$ cat src/rtl/stat_update_scheduler_pkg.sv
// ============================================================================
// stat_update_scheduler_pkg : stat indices, state encoding, decay target map
// Revision 1.0
// ============================================================================
`default_nettype none

package stat_update_scheduler_pkg;

   localparam logic [2:0] STAT_HUNGER    = 3'd0;
   localparam logic [2:0] STAT_HAPPINESS = 3'd1;
   localparam logic [2:0] STAT_HEALTH    = 3'd2;
   localparam logic [2:0] STAT_HYGIENE   = 3'd3;
   localparam logic [2:0] STAT_ENERGY    = 3'd4;
   localparam logic [2:0] STAT_SOCIAL    = 3'd5;
   localparam int         NUM_STATS      = 6;

   typedef enum logic [1:0] {
      S_IDLE  = 2'd0,
      S_ISSUE = 2'd1,
      S_COOL  = 2'd2
   } state_t;

   // Folds a 3-bit random value onto the six stats (6 -> 0, 7 -> 1).
   function automatic logic [2:0] decay_stat(input logic [3:0] rnd);
      return (rnd[2:0] < 3'd6) ? rnd[2:0] : rnd[2:0] - 3'd6;
   endfunction

endpackage

`default_nettype wire

$ cat src/rtl/stat_update_scheduler_if.sv
// ============================================================================
// stat_update_scheduler_if : valid/ready update-op channel to the stats block
// Revision 1.0
// ============================================================================
`default_nettype none

interface stat_update_scheduler_if;
   logic       op_valid;
   logic       op_ready;
   logic [2:0] op_stat;
   logic       op_inc;
   logic [3:0] op_amt;

   modport master (output op_valid, output op_stat, output op_inc, output op_amt,
                   input  op_ready);
   modport slave  (input  op_valid, input  op_stat, input  op_inc, input  op_amt,
                   output op_ready);
endinterface

`default_nettype wire

$ cat src/rtl/stat_update_scheduler_rr_arbiter6.sv
// ============================================================================
// rr_arbiter6 : combinational 6-way round-robin pick starting at ptr
// Revision 1.0
// ============================================================================
`default_nettype none

module rr_arbiter6
   import stat_update_scheduler_pkg::*;
(
   input  logic [5:0] req,
   input  logic [2:0] ptr,
   output logic [5:0] gnt,
   output logic [2:0] idx
);

   logic [3:0] cand;
   logic       found;

   always_comb begin
      gnt   = '0;
      idx   = '0;
      found = 1'b0;
      cand  = '0;
      for (int k = 0; k < NUM_STATS; k++) begin
         cand = {1'b0, ptr} + 4'(k);
         if (cand >= 4'(NUM_STATS)) begin
            cand = cand - 4'(NUM_STATS);
         end
         if (!found && req[cand[2:0]]) begin
            found            = 1'b1;
            gnt[cand[2:0]]   = 1'b1;
            idx              = cand[2:0];
         end
      end
   end

endmodule

`default_nettype wire

$ cat src/rtl/stat_update_scheduler.sv
// ============================================================================
// stat_update_scheduler : serialises button and decay updates to the stats block
// Revision 1.0
// ============================================================================
`default_nettype none

module stat_update_scheduler
   import stat_update_scheduler_pkg::*;
#(
   parameter logic [23:0] MAX_COUNT = 24'd10_000_000,
   parameter logic [7:0]  COOLDOWN  = 8'd16,
   parameter logic [3:0]  ACT_AMT   = 4'd3
)(
   input  logic                           clk,
   input  logic                           reset,
   input  logic [5:0]                     act_req,
   input  logic [3:0]                     random,
   stat_update_scheduler_if.master        op,
   output logic [6:0]                     grant,
   output logic                           busy,
   output logic                           tick
);

   logic [5:0]  act_q;
   logic [5:0]  act_pend;
   logic [5:0]  act_rise;
   logic [5:0]  act_clr;
   logic [23:0] dec_cnt;
   logic        dec_pend;
   logic        dec_wrap;
   logic        dec_clr;
   logic        handshake;

   state_t      state;
   logic [7:0]  cool_cnt;
   logic [2:0]  rr_ptr;
   logic        valid_r;
   logic [2:0]  stat_r;
   logic        inc_r;
   logic [3:0]  amt_r;

   logic [5:0]  arb_gnt;
   logic [2:0]  arb_idx;

   assign act_rise  = act_req & ~act_q;
   assign handshake = valid_r & op.op_ready;
   assign act_clr   = handshake ? grant[5:0] : 6'd0;
   assign dec_clr   = handshake & grant[6];
   assign dec_wrap  = (dec_cnt == MAX_COUNT - 24'd1);

   assign op.op_valid = valid_r;
   assign op.op_stat  = stat_r;
   assign op.op_inc   = inc_r;
   assign op.op_amt   = amt_r;

   rr_arbiter6 u_arb (
      .req (act_pend),
      .ptr (rr_ptr),
      .gnt (arb_gnt),
      .idx (arb_idx)
   );

   // A new edge on the clearing cycle re-arms the flag (set wins).
   always_ff @(posedge clk) begin
      if (reset) begin
         act_q    <= '0;
         act_pend <= '0;
      end else begin
         act_q    <= act_req;
         act_pend <= (act_pend & ~act_clr) | act_rise;
      end
   end

   always_ff @(posedge clk) begin
      if (reset) begin
         dec_cnt  <= '0;
         tick     <= 1'b0;
         dec_pend <= 1'b0;
      end else begin
         dec_cnt  <= dec_wrap ? 24'd0 : dec_cnt + 24'd1;
         tick     <= dec_wrap;
         dec_pend <= (dec_pend & ~dec_clr) | dec_wrap;
      end
   end

   always_ff @(posedge clk) begin
      if (reset) begin
         state    <= S_IDLE;
         cool_cnt <= '0;
         rr_ptr   <= '0;
         valid_r  <= 1'b0;
         stat_r   <= '0;
         inc_r    <= 1'b0;
         amt_r    <= '0;
         grant    <= '0;
         busy     <= 1'b0;
      end else begin
         case (state)
            S_IDLE: begin
               if (dec_pend) begin
                  state   <= S_ISSUE;
                  busy    <= 1'b1;
                  valid_r <= 1'b1;
                  grant   <= 7'b100_0000;
                  stat_r  <= decay_stat(random);
                  inc_r   <= 1'b0;
                  amt_r   <= 4'd1;
               end else if (|act_pend) begin
                  state   <= S_ISSUE;
                  busy    <= 1'b1;
                  valid_r <= 1'b1;
                  grant   <= {1'b0, arb_gnt};
                  stat_r  <= arb_idx;
                  inc_r   <= 1'b1;
                  amt_r   <= ACT_AMT;
               end
            end
            S_ISSUE: begin
               if (op.op_ready) begin
                  if (!grant[6]) begin
                     rr_ptr <= (stat_r == STAT_SOCIAL) ? STAT_HUNGER : stat_r + 3'd1;
                  end
                  state    <= S_COOL;
                  cool_cnt <= COOLDOWN - 8'd1;
                  valid_r  <= 1'b0;
                  grant    <= '0;
                  stat_r   <= '0;
                  inc_r    <= 1'b0;
                  amt_r    <= '0;
               end
            end
            S_COOL: begin
               if (cool_cnt == 8'd0) begin
                  state <= S_IDLE;
                  busy  <= 1'b0;
               end else begin
                  cool_cnt <= cool_cnt - 8'd1;
               end
            end
            default: begin
               state   <= S_IDLE;
               busy    <= 1'b0;
               valid_r <= 1'b0;
               grant   <= '0;
            end
         endcase
      end
   end

endmodule

`default_nettype wire

$ cat src/flat_wrapper.sv
// flat-port wrapper written by rule: the top's interface ports become plain ports
module stat_update_scheduler_flat import stat_update_scheduler_pkg::*;
#(
   parameter logic [23:0] MAX_COUNT = 24'd10_000_000,
   parameter logic [7:0]  COOLDOWN  = 8'd16,
   parameter logic [3:0]  ACT_AMT   = 4'd3
)
  (clk, reset, act_req, random, grant, busy, tick, op_op_valid, op_op_stat, op_op_inc, op_op_amt, op_op_ready);
  stat_update_scheduler_if op_i ();
  input  logic clk;
  input  logic reset;
  input  logic [5:0] act_req;
  input  logic [3:0] random;
  output logic [6:0] grant;
  output logic busy;
  output logic tick;
  output wire logic [$bits(op_i.op_valid)-1:0] op_op_valid;
  output wire logic [$bits(op_i.op_stat)-1:0] op_op_stat;
  output wire logic [$bits(op_i.op_inc)-1:0] op_op_inc;
  output wire logic [$bits(op_i.op_amt)-1:0] op_op_amt;
  input wire logic [$bits(op_i.op_ready)-1:0] op_op_ready;
  assign op_op_valid = op_i.op_valid;
  assign op_op_stat = op_i.op_stat;
  assign op_op_inc = op_i.op_inc;
  assign op_op_amt = op_i.op_amt;
  assign op_i.op_ready = op_op_ready;
  stat_update_scheduler #(.MAX_COUNT(MAX_COUNT), .COOLDOWN(COOLDOWN), .ACT_AMT(ACT_AMT)) u_core (.clk(clk), .reset(reset), .act_req(act_req), .random(random), .op(op_i), .grant(grant), .busy(busy), .tick(tick));
endmodule
$ cat config.mk
export PLATFORM = sky130hd
export DESIGN_NAME = stat_update_scheduler_flat
export DESIGN_NICKNAME = d
export VERILOG_FILES = /design/src/rtl/stat_update_scheduler_pkg.sv /design/src/rtl/stat_update_scheduler_if.sv /design/src/rtl/stat_update_scheduler_rr_arbiter6.sv /design/src/rtl/stat_update_scheduler.sv /design/src/flat_wrapper.sv
export SDC_FILE = /design/constraint.sdc
export NUM_CORES = 1
export LEC_CHECK = 0
export BUFFER_PORTS_ARGS = -buffer_cell sky130_fd_sc_hd__buf_2
export CORE_AREA = 2 2 128 130
export DETAILED_ROUTE_END_ITERATION = 10
export DIE_AREA = 0 0 130 132
export SYNTH_ARGS = -nofsm -noshare
export SYNTH_HDL_FRONTEND = slang
export SYNTH_SLANG_ARGS = --single-unit
$ cat constraint.sdc
create_clock -name clk -period 4.3 [get_ports clk]
set_input_delay 0.215 -clock clk [delete_from_list [all_inputs] [get_ports clk]]
set_output_delay 0.215 -clock clk [all_outputs]
set_load 0.03 [all_outputs]
==> results of run 1 <==
## worst max path at each step
stage / from / end / slack [ns] / cells after the start
final: u_core.rr_ptr[0] / u_core.grant[2] / 0.87 / 9
after global routing: u_core.rr_ptr[0] / u_core.grant[2] / 0.59 / 9
after CTS: u_core.rr_ptr[0] / u_core.grant[2] / 0.91 / 9
after detailed placement: u_core.rr_ptr[0] / u_core.grant[2] / 0.97 / 9
after global placement: u_core.rr_ptr[0] / u_core.grant[2] / 0.98 / 9
after floorplan: u_core.rr_ptr[0] / u_core.grant[2] / 1.0 / 13
## cell usage after synthesis (10+ instances only)
library cell	n
sky130_fd_sc_hd__dfxtp_1	65
sky130_fd_sc_hd__nor2_1	64
sky130_fd_sc_hd__nand2_1	39
sky130_fd_sc_hd__a21oi_1	27
sky130_fd_sc_hd__nand3_1	19
sky130_fd_sc_hd__xnor2_1	17
sky130_fd_sc_hd__xor2_1	17
sky130_fd_sc_hd__nor2b_1	16
sky130_fd_sc_hd__nor3_1	16
sky130_fd_sc_hd__inv_1	14
sky130_fd_sc_hd__o21ai_0	14
sky130_fd_sc_hd__ha_1	11
sky130_fd_sc_hd__mux2i_1	11
sky130_fd_sc_hd__clkbuf_1	10
## flip-flops by register name, indices dropped and copies added (netlist names), 2 cells and up
name               flops
u_core.dec_cnt        24
u_core.cool_cnt        8
u_core.grant           7
u_core.act_pend        6
u_core.act_q           6
u_core.op.op_stat      3
u_core.rr_ptr          3
u_core.op.op_amt       2
u_core.state           2
## power by group through the flow
stage / logic [mW] / clock network [mW] / registers (mW)
floorplan: 0.371 / 0 / 0.725
global placement: 0.490 / 0 / 0.705
detailed placement: 0.490 / 0 / 0.705
CTS: 0.493 / 0.827 / 0.692
global route: 0.546 / 0.848 / 0.699
finish: 0.495 / 0.808 / 0.691
## metrics by stage
stage                     utilization  area [µm²]  setup WS (ns)  hold slack (ns)
after floorplan                     -        3880          0.996            0.332
after global placement          0.265        4160          0.977            0.438
after detailed placement        0.265        4160          0.974            0.445
after CTS                       0.286        4490          0.914           0.0969
after global routing            0.286        4490          0.592           0.0987
final                           0.286        4490          0.871            0.106
## layout by cell type (no fill, tap or decap), types with 3 or more instances in the layout
cell                        synthesis  layout
sky130_fd_sc_hd__nand3_1           19      19
sky130_fd_sc_hd__a311oi_1           4       4
sky130_fd_sc_hd__nor3_1            16      16
sky130_fd_sc_hd__buf_2              2      27
sky130_fd_sc_hd__mux2_2             5       5
sky130_fd_sc_hd__a21o_1             3       3
sky130_fd_sc_hd__mux2i_1           11      11
sky130_fd_sc_hd__o21ai_0           14      14
sky130_fd_sc_hd__a31oi_1            3       3
sky130_fd_sc_hd__and2_1             9       9
sky130_fd_sc_hd__and3_1             4       4
sky130_fd_sc_hd__nand2_1           39      39
sky130_fd_sc_hd__nor4_1             4       4
sky130_fd_sc_hd__a21oi_1           27      27
sky130_fd_sc_hd__nand4_1            3       3
sky130_fd_sc_hd__nand2b_1           6       6
sky130_fd_sc_hd__xor2_1            17      17
sky130_fd_sc_hd__nor3b_1            3       3
sky130_fd_sc_hd__clkbuf_16          0       9
sky130_fd_sc_hd__nor2b_1           16      16
sky130_fd_sc_hd__dfxtp_1           65      65
sky130_fd_sc_hd__or3_1              5       5
sky130_fd_sc_hd__inv_1             14      14
sky130_fd_sc_hd__xnor2_1           17      17
sky130_fd_sc_hd__o31ai_1            8       8
sky130_fd_sc_hd__ha_1              11      11
sky130_fd_sc_hd__a211oi_1           9       9
sky130_fd_sc_hd__nor2_1            64      64
sky130_fd_sc_hd__o211ai_1           3       3
## routing by layer
metal,GRT usage,vias to the layer above,part of all wire
met3,0.0325,17,0.041
met1,0.142,1492,0.47
met5,0,-,0
met2,0.177,57,0.47
met4,0.0346,0,0.019
li1,-,1686,-
## worst max-delay path, delay by kind of cell, from the launching register on
kind / cells / cell delay (ns)
flip-flops: 1 / 0.33
adder cells (fa/ha/maj): 1 / 0.73
AND/OR/NAND/NOR: 1 / 0.40
multiplexers: 2 / 0.64
AO/OA/AOI/OAI: 4 / 0.96
buffers and inverters: 1 / 0.28
## layout make-up
class	count	area [µm²]
antenna	1	2.50
clock buffer	10	239
clock inverter	6	88.8
fill	1683	11200
inverter	15	56.3
multi-input combinational	367	2390
sequential	65	1300
tap	216	270
timing repair buffer	28	143
## cell families after synthesis
| group | Yosys count |
|---|---|
| XOR/XNOR | 35 |
| buffers and inverters | 37 |
| flip-flops | 65 |
| multiplexers | 18 |
| adder cells (fa/ha/maj) | 12 |
| AO/OA/AOI/OAI | 94 |
| AND/OR/NAND/NOR | 206 |
| other | 1 |
==> flow_summary.json, run 1 <==
{
  "p_comb_frac": 0.248,
  "critPathCaptureType": "flop",
  "grt_antenna_before_repair": 0,
  "crit_chain": "clkinv_1, ha_1, o21ai_0, mux2i_4, mux2i_1, o211ai_4, nor2b_2, a31oi_1, o311ai_2",
  "timing.critical_path.from_type": "flop",
  "drv_slew": 0,
  "p_int_mw": 1.35,
  "routedWlPerCell_um": 12.8,
  "area_of_the_core_um2": 15700,
  "maxSlewHeadroom": 0.310,
  "clkSinkCount": 65,
  "placement_rows": 46,
  "first_global_vias": 3034,
  "cp_data_required_time_ns": 4.54,
  "hold-path-cell-count": 2,
  "cts.clk_slew.worst_paths_ns": 0.06,
  "clock_path_buffers": 2,
  "cap_viol_max_count": 0,
  "post-route-period-util": 0.797,
  "hold_path.startpoint": "act_req[5]",
  "portion_of_netlist_area_occupied_by_mux_cells": 0.0545,
  "synth-seq-area-share": 0.335,
  "arrival_ns": 3.67,
  "ys_ff_latch": 65,
  "post-dp-hpwl_mm": 6.60,
  "post_cts_setup_bufs": 0,
  "synth-async-reset-ratio": 0,
  "worst-r2r-cell-count": 9,
  "port_buffers": 27,
  "numCtsBuffers": 9,
  "clock_tree_from_tritoncts": "yes",
  "syn_inst": 468,
  "post_synthesis_cell_type_count": 69,
  "route.detailed.drc": 0,
  "critPathMaxFanout": 17,
  "globalplace.congestion": 0.869,
  "synth_compound_area_frac": 0.168,
  "share_of_the_synthesized_area_in_the_top_cell_type": 0.335,
  "grt-ovfl-total": 0,
  "fin_tns_setup_ns": 0,
  "timing.rr.start": "u_core.rr_ptr[0]",
  "final_hold_viol_count": 0,
  "sw_frac_of_total": 0.321,
  "layout-area-overhead-vs-synth_pct": 15.8,
  "synth_xor_area_frac": 0.0838,
  "dominantRegCellSynth": "sky130_fd_sc_hd__dfxtp_1",
  "maximum_number_of_pins_on_one_net_before_global_route_repair": 39,
  "yosys-top-cells-area": "sky130_fd_sc_hd__dfxtp_1 (34%), sky130_fd_sc_hd__nor2_1 (6.2%), sky130_fd_sc_hd__xnor2_1 (3.8%)",
  "final_cells": 708,
  "floorplan.initialDensity": 0.247,
  "fp.dieH_um": 132,
  "layout_min_cycle_time_ns": 3.43,
  "worst_ir_drop_vdd_mv": 0.231,
  "mappedNetlistArea_um2": 3880,
  "vias_per_cell": 4.59,
  "cts_hold_buf": 0,
  "clkLatencyLatePin_ns": 0.33,
  "drive_above_1_share": 0.126,
  "worst_slew_pin_slew_ns": 1.03,
  "timing.critical_path.slowest_cell_delay_ns": 0.73,
  "leakage_nw": 1.63,
  "synth_top_family_by_area": "simple AND/OR/NAND/NOR gates",
  "finalSetupViolations": 0,
  "synth_area_in_simple_gates": 0.270,
  "reg2reg_to": "u_core.grant[2]",
  "global_route_wire_length_before_repair_mm": 15.2,
  "post_cts_resize_count": 0,
  "clkPwrFrac": 0.405,
  "first_pass_iters": 4,
  "design.portCount": 31,
  "synth_warnings": 0,
  "finish.net_count": 510,
  "synthAdderAreaFrac": 0.0380,
  "setup.worst_path.class": "reg -> reg",
  "status": "finished, final reports clean",
  "hold_path.class": "in -> reg",
  "drt_wl_total_mm": 9.06,
  "syn_avg_cell_area_um2": 8.29,
  "grt.total_usage": 0.110,
  "power_per_cell_area_nw_per_um2": 444,
  "netSwitchingPower_mw": 0.639,
  "totalPowerFinal_mw": 1.99,
  "worst_clock_skew_ns": 0.00751,
  "critPathSlowestCell": "sky130_fd_sc_hd__ha_1",
  "worstHoldEndpoint": "u_core.act_q[5]",
  "clock_h_tree_levels": 3,
  "starting_drc_count_in_detailed_routing": 176,
  "die_w_um": 130,
  "postRouteAntennaNets": 0,
  "floorplan.die_area_um2": 17200,
  "setup.reg_to_reg.worst_slack_ns": 0.87,
  "max_clock_freq_mhz": 292,
  "ctsRootBufferMaster": "sky130_fd_sc_hd__clkbuf_16",
  "power.share.sequential": 0.347,
  "synthDominantAreaCellType": "sky130_fd_sc_hd__dfxtp_1",
  "number_of_flops_mapped_to_enable_cells_by_yosys": 0,
  "rsz_0062_raised_after_global_routing": "no",
  "placed_cells_incl_taps": 691,
  "vias": 3252
}
(Power assumes the default switching activity.)
==> run 2: changes to the inputs <==
==> constraint.sdc (replaced) <==
create_clock -name clk -period 3.32 [get_ports clk]
set_input_delay 0.166 -clock clk [delete_from_list [all_inputs] [get_ports clk]]
set_output_delay 0.166 -clock clk [all_outputs]
set_load 0.03 [all_outputs]
==> flow_summary.json, run 2 (synthesis results as in run 1) <==
{
  "setup.worst_path.class": "reg -> reg",
  "fin_worst_hold_slack_ns": 0.0519,
  "clock_tree_from_tritoncts": "yes",
  "critPathMaxFanout": 13,
  "port_buffers": 27,
  "hold_path.startpoint": "act_req[4]",
  "reg2reg_to": "u_core.op.op_stat[2]",
  "post-dp-hpwl_mm": 6.82,
  "vias_per_cell": 4.56,
  "layout-area-overhead-vs-synth_pct": 17.0,
  "rsz_0062_raised_after_global_routing": "no",
  "numCtsBuffers": 9,
  "drv_slew": 0,
  "power_per_cell_area_nw_per_um2": 563,
  "totalPowerFinal_mw": 2.56,
  "placed_cell_area_um2": 4220,
  "placed_cells_incl_taps": 699,
  "die_w_um": 130,
  "drt_wl_total_mm": 9.12,
  "cts.clk_slew.worst_paths_ns": 0.05,
  "arrival_ns": 3.11,
  "worstHoldEndpoint": "u_core.act_q[4]",
  "status": "finished, final reports clean",
  "leakage_nw": 1.67,
  "first_pass_iters": 4,
  "insertedDiodeCount": 0,
  "cts_hold_buf": 0,
  "critical_path.startpoint": "u_core.rr_ptr[0]",
  "cap_viol_max_count": 0,
  "finish.net_count": 518,
  "floorplan.die_area_um2": 17200,
  "fin_area_um2": 4540,
  "maxSlewHeadroom": 0.444,
  "floorplan.initialDensity": 0.247,
  "max_flop_register": "u_core.dec_cnt",
  "finalSetupViolations": 0,
  "placement_rows": 46,
  "hold-path-cell-count": 2,
  "final_hold_viol_count": 0,
  "starting_drc_count_in_detailed_routing": 191,
  "clkSinkCount": 65,
  "postRouteAntennaNets": 0,
  "cp_data_required_time_ns": 3.53,
  "worst_slew_pin_slew_ns": 0.834,
  "hold_path.class": "in -> reg",
  "grt-ovfl-total": 0,
  "largestRegisters": "u_core.dec_cnt x24, u_core.cool_cnt x8, u_core.grant x7",
  "critPathCaptureType": "flop",
  "routedWlPerCell_um": 12.8,
  "post-route-period-util": 0.873,
  "layout_commonest_cell": "sky130_fd_sc_hd__dfxtp_1",
  "fin_tns_setup_ns": 0,
  "final_cells": 715,
  "drive_above_1_share": 0.142,
  "worst_clock_skew_ns": 0.00614,
  "area_of_the_core_um2": 15700,
  "layout_min_cycle_time_ns": 2.90,
  "route.detailed.drc": 0,
  "largest_register_ffs": 24,
  "global_route_wire_length_before_repair_mm": 15.5,
  "grt.total_usage": 0.113,
  "maximum_number_of_pins_on_one_net_before_global_route_repair": 39,
  "commonest_cells_after_routing_fill_and_taps_aside": "sky130_fd_sc_hd__dfxtp_1 (65), sky130_fd_sc_hd__nor2_1 (64), sky130_fd_sc_hd__nand2_1 (39), sky130_fd_sc_hd__a21oi_1 (27), sky130_fd_sc_hd__buf_2 (27)",
  "design.portCount": 31,
  "worst_ir_drop_vdd_mv": 0.272,
  "clkLatencyLatePin_ns": 0.34,
  "fp.dieH_um": 132,
  "max_clock_freq_mhz": 345,
  "setup.reg_to_reg.worst_slack_ns": 0.42,
  "grt_antenna_before_repair": 1,
  "first_global_vias": 3106,
  "timing.rr.start": "u_core.rr_ptr[0]",
  "vias": 3261,
  "clock_path_buffers": 2,
  "clock_h_tree_levels": 3,
  "ctsRootBufferMaster": "sky130_fd_sc_hd__clkbuf_16",
  "timing.critical_path.from_type": "flop",
  "globalplace.congestion": 0.844,
  "worst-r2r-cell-count": 9,
  "fillers": 1705
}
## run 2: cell types whose count changed in the layout (fill, tap and decap cells not counted)
cell	before	now
sky130_fd_sc_hd__buf_4	1	9
sky130_fd_sc_hd__ha_2	0	1
sky130_fd_sc_hd__ha_1	11	10
sky130_fd_sc_hd__clkinv_4	0	2
sky130_fd_sc_hd__bufinv_16	2	1
sky130_fd_sc_hd__clkbuf_8	1	2
sky130_fd_sc_hd__clkinvlp_4	2	0
sky130_fd_sc_hd__diode_2	1	0
## run 2: per-stage QoR
| stage | utilization | setup WS (ns) |
|---|---|---|
| after global placement | 0.269 | 0.378 |
| final | 0.289 | 0.422 |
| after global routing | 0.289 | 0.0245 |
| after floorplan | - | 0.0155 |
| after CTS | 0.289 | 0.321 |
| after detailed placement | 0.269 | 0.341 |
## run 2: power breakdown
group	switching (mW)	total, mW	leakage [nW]	internal [mW]
clock	0.370	0.995	0.156	0.626
sequential	0.0572	0.894	0.532	0.837
combinational	0.406	0.666	0.982	0.261
## run 2: how the worst max path moves through the flow
| stage | endpoint | slack [ns] | cells past startpoint |
|---|---|---|---|
| floorplan | u_core.grant[2] | 0.02 | 13 |
| global placement | u_core.op.op_stat[2] | 0.38 | 10 |
| detailed placement | u_core.op.op_stat[2] | 0.34 | 9 |
| CTS | u_core.op.op_stat[2] | 0.32 | 9 |
| global route | u_core.op.op_stat[2] | 0.02 | 9 |
| finish | u_core.op.op_stat[2] | 0.42 | 9 |
## run 2: area by class of cell
cell class              instances  area, µm²  area share
multi-input cells             367       2400       0.528
inverters                      15       56.3      0.0124
well taps                     216        270      0.0595
clock buffers                  11        253      0.0557
clock inverters                 5       61.3      0.0135
repair buffers                 36        203      0.0446
flip-flops and latches         65       1300       0.287
## run 2: what timing repair did
action,CTS,global route
setup endpoints to repair,0,1
setup buffers,0,0
gates resized for setup,0,1
## run 2: critical path, stage by stage, from the launching register on
cell and delay (ns):
sky130_fd_sc_hd__dfxtp_1 0.46, sky130_fd_sc_hd__clkinv_1 0.15, sky130_fd_sc_hd__ha_2 0.46, sky130_fd_sc_hd__o21ai_0 0.18, sky130_fd_sc_hd__mux2i_4 0.26, sky130_fd_sc_hd__mux2i_1 0.17, sky130_fd_sc_hd__o211ai_4 0.32, sky130_fd_sc_hd__o32ai_1 0.20
sky130_fd_sc_hd__a2111oi_0 0.45, sky130_fd_sc_hd__a21oi_1 0.12
## run 2: per-layer routing
layer | vias up | track usage | share of wire
met2 | 37 | 0.183 | 0.48
met4 | 2 | 0.0376 | 0.013
li1 | 1699 | - | -
met3 | 13 | 0.0325 | 0.037
met1 | 1510 | 0.144 | 0.47
met5 | - | 0 | 0.0018
